`config.mk`:
```
export PLATFORM = sky130hd
export DESIGN_NAME = wide_add_sequencer
export DESIGN_NICKNAME = d
export VERILOG_FILES = /design/src/rtl/wide_add_sequencer.sv
export SDC_FILE = /design/constraint.sdc
export NUM_CORES = 1
export LEC_CHECK = 0
export CORE_MARGIN = 2
export CORE_UTILIZATION = 50
export DETAILED_ROUTE_END_ITERATION = 12
export PLACE_DENSITY = 0.88
export SLEW_MARGIN = 20
export SYNTH_ARGS = -nofsm -noshare
export SYNTH_HDL_FRONTEND = slang
export SYNTH_SLANG_ARGS = --single-unit
export TNS_END_PERCENT = 5
```
`constraint.sdc`:
```
create_clock -name clk -period 4.2 [get_ports clk]
set_input_delay 0.84 -clock clk [delete_from_list [all_inputs] [get_ports clk]]
set_output_delay 0.84 -clock clk [all_outputs]
set_load 0.05 [all_outputs]
```
`src/rtl/wide_add_sequencer.sv`:
```
// ---------------------------------------------------------------------------
// wide_add_sequencer
//
// Computes WIDTH-bit additions by time-multiplexing a single 4-bit
// ripple-carry adder slice. Operands are captured through a valid/ready
// handshake. One slice is processed per clock, least-significant slice
// first. The carry is held in a register between slices. The finished result
// is offered through a second valid/ready handshake.
//
// Compared with a fully parallel WIDTH-bit adder, this block uses less
// logic but takes longer: the latency is SLICES = WIDTH/4 cycles.
//
// Optional feature:
//   ADD_SUB_EN - when this macro is defined, the 'sub' port exists. With
//                sub=1 the block computes a - b: each slice adds ~b and the
//                initial carry is forced to 1. In that case cout=1 means no
//                borrow occurred. When the macro is undefined, the block is
//                add-only.
//
// Parameters:
//   WIDTH      operand/result width; must be a multiple of 4 and >= 8
//
// Ports:
//   clk        clock; all state updates on the rising edge
//   reset      asynchronous, active-high reset
//   in_valid   operand source presents a request
//   in_ready   block can accept a request (high only while idle)
//   a, b       operands
//   cin        carry into slice 0
//   sub        subtract request (only with ADD_SUB_EN)
//   out_valid  sum/cout hold a completed result
//   out_ready  consumer takes the result
//   sum        registered result
//   cout       registered carry out of the top slice
//   busy       high whenever an operation is in progress or pending pickup
// ---------------------------------------------------------------------------
module wide_add_sequencer #(
    parameter int WIDTH = 16
) (
    input  logic             clk,
    input  logic             reset,
    input  logic             in_valid,
    output logic             in_ready,
    input  logic [WIDTH-1:0] a,
    input  logic [WIDTH-1:0] b,
    input  logic             cin,
`ifdef ADD_SUB_EN
    input  logic             sub,
`endif
    output logic             out_valid,
    input  logic             out_ready,
    output logic [WIDTH-1:0] sum,
    output logic             cout,
    output logic             busy
);

    localparam int SLICES = WIDTH / 4;
    localparam int IDX_W  = (SLICES > 1) ? $clog2(SLICES) : 1;
    localparam logic [IDX_W-1:0] LAST_IDX = IDX_W'(SLICES - 1);

    typedef enum logic [1:0] {
        IDLE = 2'd0,
        RUN  = 2'd1,
        DONE = 2'd2
    } state_t;

    state_t           state;
    state_t           next_state;

    logic [WIDTH-1:0] a_reg;
    logic [WIDTH-1:0] b_reg;
    logic             sub_reg;
    logic             carry;
    logic [IDX_W-1:0] slice_idx;

    logic             sub_in;
    logic             accept;
    logic             last_slice;
    logic             take_result;

    logic [3:0]       a_slice;
    logic [3:0]       b_slice;
    logic [3:0]       slice_sum;
    logic [4:0]       ripple;

`ifdef ADD_SUB_EN
    assign sub_in = sub;
`else
    assign sub_in = 1'b0;
`endif

    // State register.
    always_ff @(posedge clk or posedge reset) begin
        if (reset) begin
            state <= IDLE;
        end else begin
            state <= next_state;
        end
    end

    // Next-state logic and handshake decode. in_ready and busy depend only
    // on the registered state, so there is no combinational path from the
    // inputs to them.
    always_comb begin
        next_state  = state;
        in_ready    = 1'b0;
        busy        = 1'b1;
        accept      = 1'b0;
        last_slice  = 1'b0;
        take_result = 1'b0;

        case (state)
            IDLE: begin
                in_ready = 1'b1;
                busy     = 1'b0;
                if (in_valid) begin
                    accept     = 1'b1;
                    next_state = RUN;
                end
            end
            RUN: begin
                if (slice_idx == LAST_IDX) begin
                    last_slice = 1'b1;
                    next_state = DONE;
                end
            end
            DONE: begin
                if (out_ready) begin
                    take_result = 1'b1;
                    next_state  = IDLE;
                end
            end
            default: begin
                next_state = IDLE;
            end
        endcase
    end

    // One 4-bit ripple-carry slice. {slice_idx, 2'b00} is slice_idx*4,
    // which is the bit offset of the current slice. For subtraction the
    // B slice is inverted here, and the +1 comes from the initial carry.
    always_comb begin
        a_slice   = a_reg[{slice_idx, 2'b00} +: 4];
        b_slice   = b_reg[{slice_idx, 2'b00} +: 4] ^ {4{sub_reg}};
        ripple    = '0;
        slice_sum = '0;
        ripple[0] = carry;
        for (int i = 0; i < 4; i++) begin
            slice_sum[i]  = a_slice[i] ^ b_slice[i] ^ ripple[i];
            ripple[i + 1] = (a_slice[i] & b_slice[i])
                          | (ripple[i] & (a_slice[i] ^ b_slice[i]));
        end
    end

    // Operand latches, carry register, slice counter and result registers.
    // The result is cleared on accept. Because of this, a stale sum from an
    // earlier operation is never mixed into a new one. If reset aborts an
    // operation midway, the partial sum is wiped.
    always_ff @(posedge clk or posedge reset) begin
        if (reset) begin
            a_reg     <= '0;
            b_reg     <= '0;
            sub_reg   <= 1'b0;
            carry     <= 1'b0;
            slice_idx <= '0;
            sum       <= '0;
            cout      <= 1'b0;
            out_valid <= 1'b0;
        end else if (accept) begin
            a_reg     <= a;
            b_reg     <= b;
            sub_reg   <= sub_in;
            carry     <= sub_in | cin;
            slice_idx <= '0;
            sum       <= '0;
            cout      <= 1'b0;
            out_valid <= 1'b0;
        end else if (state == RUN) begin
            sum[{slice_idx, 2'b00} +: 4] <= slice_sum;
            carry     <= ripple[4];
            slice_idx <= slice_idx + 1'b1;
            if (last_slice) begin
                cout      <= ripple[4];
                out_valid <= 1'b1;
            end
        end else if (take_result) begin
            out_valid <= 1'b0;
        end
    end

endmodule

```
==> results.ini <==
[setup_path]
worstPathArrival_ns=3.24
slowest_delay_ns=0.52
critical_path_class=reg2reg
end_kind=register
path_cells=buf_4 > mux4_2 > inv_1 > fa_1 > inv_1 > fa_1 > inv_1 > fa_1 > inv_1 > fa_1 > a32o_1
cp_slowest_cell=mux4_2
cp_max_fo=14
start_kind=register
required_ns=4.42

[clock_network]
cts_sinks=55
cts_root_buf=clkbuf_8
cts_max_level=2
cts_setup_buffers=0
ctsResizeCount=0
worst_skew_pair.late_latency_ns=0.32
cts_made_buffers=5
cts_hold_repair.buffers=0
clock_path_buffers=2
cts_tree=done
clkSlewWorstSetupHoldPaths_ns=0.10

[global_routing]
grt-ovfl-total=0
use_met3_pct=4.50
antenna_found_initial=0
grt_util_met1_pct=28.1
grt_pass1_wl_mm=8.78
grt_use_met2_pct=33.3
grt.busiest_layer=met2
grt_use_total_pct=20.6
grt_max_degree=56
grt_pass1_vias=1881

[synthesis]
synth_cell_types=34
synthesis.instances=256
yosysSeqAreaShare_pct=53.3
synth_fp_nets=301
postSynthAreaPerCell_um2=10.1
yosys_warnings=0
ys_seq_elements=55
synth_flop_cell=dfrtp_1
synth_edf_count=0
synthArstFlopShare_pct=100
syn_area_um2=2580

[place]
io_buffer_count=56
dp_slack_ns=1.18
dpl.hpwl_mm=3.90
place_inst=372
gp_congestion=0.843

[floorplan]
chipHeight_um=75.9
placementRows=26
die-area_um2=5760
coreArea_um2=5040
pin_count=57
start_util_pct=51.2
fp.dieW_um=75.9

[cells_and_area]
fin_util_pct=65.0
final_cells=380
n_antenna_cell=0
final_net_count=354
area_growth_pct=26.8
layout-drive-gt1-share_pct=7.42

[timing]
final_hold_viol_count=0
period_share_pct=71.9
slew_headroom_pct=39.4
tightest_slew_ns=0.909
fin_crit_ns=3.02
rsz0062_at_grt=false
fin_tns_setup_ns=0
finalSetupViolCount=0
worst_slack_ns=1.18
slew_violations=0
max_freq_ghz=0.331
fin_skew_ns=0.00946

[detailed_routing]
antenna_left=0
drcViolationCount=0
routed_via_density=5.31
dr.pass1.iters=4
post_drt_wl_per_cell_um=14.1
dr_total_vias=2017
first_iter_violations=196
totalWireLength_mm=5.37

[power]
p_total_w=0.00268
peakVddDrop_v=0.000368
power.leakage_nw=1.55
power_density_nw_per_um2=819

[outcome]
status=finished, final reports clean

[flow_run]
maxCapViolations=0

[min_path]
hold_class=reg2reg

==> worst max-delay path: cells and delay by family (launching register included) <==
| family | cells | cell delay (ns) |
|---|---|---|
| adders and majority gates | 4 | 1.21 |
| buffers and inverters | 5 | 0.54 |
| muxes | 1 | 0.52 |
| DFF | 1 | 0.42 |
| AOI/OAI and AO/OA | 1 | 0.25 |
==> cell families (layout without fill, tap and decap cells) <==
family | count (synthesis) | after routing | share of synthesized area (%)
buffers and inverters | 26 | 80 | 4.75
and+or+nand+nor | 129 | 129 | 21.2
adders and majority gates | 8 | 8 | 5.04
muxes | 8 | 8 | 6.97
DFF | 55 | 55 | 53.3
AOI/OAI and AO/OA | 30 | 30 | 8.81
==> cells in the final DEF, fill, tap and decap left out <==
| master | netlist | final |
|---|---|---|
| mux4_2 | 8 | 8 |
| nor3b_4 | 0 | 1 |
| and2_1 | 1 | 1 |
| nand3_1 | 6 | 6 |
| and3_4 | 1 | 1 |
| and3_1 | 1 | 1 |
| fa_1 | 4 | 4 |
| o21ai_0 | 5 | 5 |
| nand2b_1 | 3 | 3 |
| nor3_1 | 1 | 1 |
| a22o_1 | 7 | 7 |
| nand2_1 | 103 | 103 |
| nor4_1 | 1 | 1 |
| a21boi_0 | 1 | 1 |
| inv_1 | 13 | 12 |
| o31ai_1 | 3 | 3 |
| or3b_1 | 1 | 1 |
| ha_1 | 4 | 4 |
| clkinvlp_4 | 0 | 2 |
| or2_2 | 1 | 1 |
| a31oi_1 | 1 | 1 |
| o2bb2ai_1 | 6 | 6 |
| nor2b_1 | 2 | 2 |
| a32o_1 | 2 | 2 |
| clkinv_2 | 0 | 2 |
| a21oi_1 | 2 | 2 |
| clkdlybuf4s50_1 | 0 | 56 |
| clkbuf_8 | 0 | 5 |
| nor2_1 | 4 | 4 |
| or4_1 | 1 | 1 |
| buf_4 | 1 | 3 |
| or3_1 | 1 | 1 |
| a21o_1 | 3 | 3 |
| nand3b_1 | 1 | 1 |
| dfrtp_1 | 55 | 55 |
==> path summary, 6_finish.rpt <==
check | from | end | slack, ns | cells past startpoint
setup reg to reg | slice_idx[0] | sum[11] | 1.18 | 11
max in group asynchronous | reset | sum[14] | 2.65 | 2
min in group asynchronous | reset | b_reg[14] | 1.02 | 2
setup / recovery | slice_idx[0] | sum[11] | 1.18 | 11
hold reg to reg | a_reg[13] | a_reg[13] | 0.48 | 2
hold / removal | a_reg[13] | a_reg[13] | 0.48 | 2
==> report_power, final <==
part	switching [W]	total [W]	leakage, nW	internal [W]
Clock	0.000176	0.000293	0.0402	0.000116
Sequential	0.000169	0.000923	0.705	0.000754
Combinational	0.000878	0.00147	0.805	0.000590
==> routing by layer <==
layer / up-vias / share of wire, %
met5: - / 0
met4: 0 / 1.2
met3: 9 / 6.7
met2: 97 / 50
met1: 958 / 42
li1: 953 / -
==> Yosys cell counts (2+ instances only) <==
cell,number,share of area [%]
buf_6,2,0.87
inv_1,13,1.9
a21oi_1,2,0.39
nand2_1,103,15
clkbuf_1,5,0.73
fa_1,4,3.1
o31ai_1,3,0.87
nand2b_1,3,0.73
nand3_1,6,1.2
nor2_1,4,0.58
o2bb2ai_1,6,2.0
mux4_2,8,7.0
ha_1,4,1.9
nor2b_1,2,0.48
a32o_1,2,0.77
a21o_1,3,0.87
a22o_1,7,2.4
o21ai_0,5,0.97
dfrtp_1,55,53
buf_2,5,0.97
==> final cells by class <==
cell class	instances	area, um^2
fill	403	1770
sequential	55	1380
multi-input combinational	175	1090
timing repair buffer	59	583
tap	70	87.6
clock buffer	5	68.8
inverter	13	50.0
clock inverter	3	20.0
==> metrics by stage <==
step | instance area (um^2) | hold WS [ns]
2_1_floorplan | 2580 | 0.439
3_3_place_gp | 3190 | 0.454
3_5_place_dp | 3190 | 0.462
4_1_cts | 3280 | 0.486
5_1_grt | 3280 | 0.515
6_report | 3280 | 0.481
Note: power is estimated with default switching activity, not from simulation.
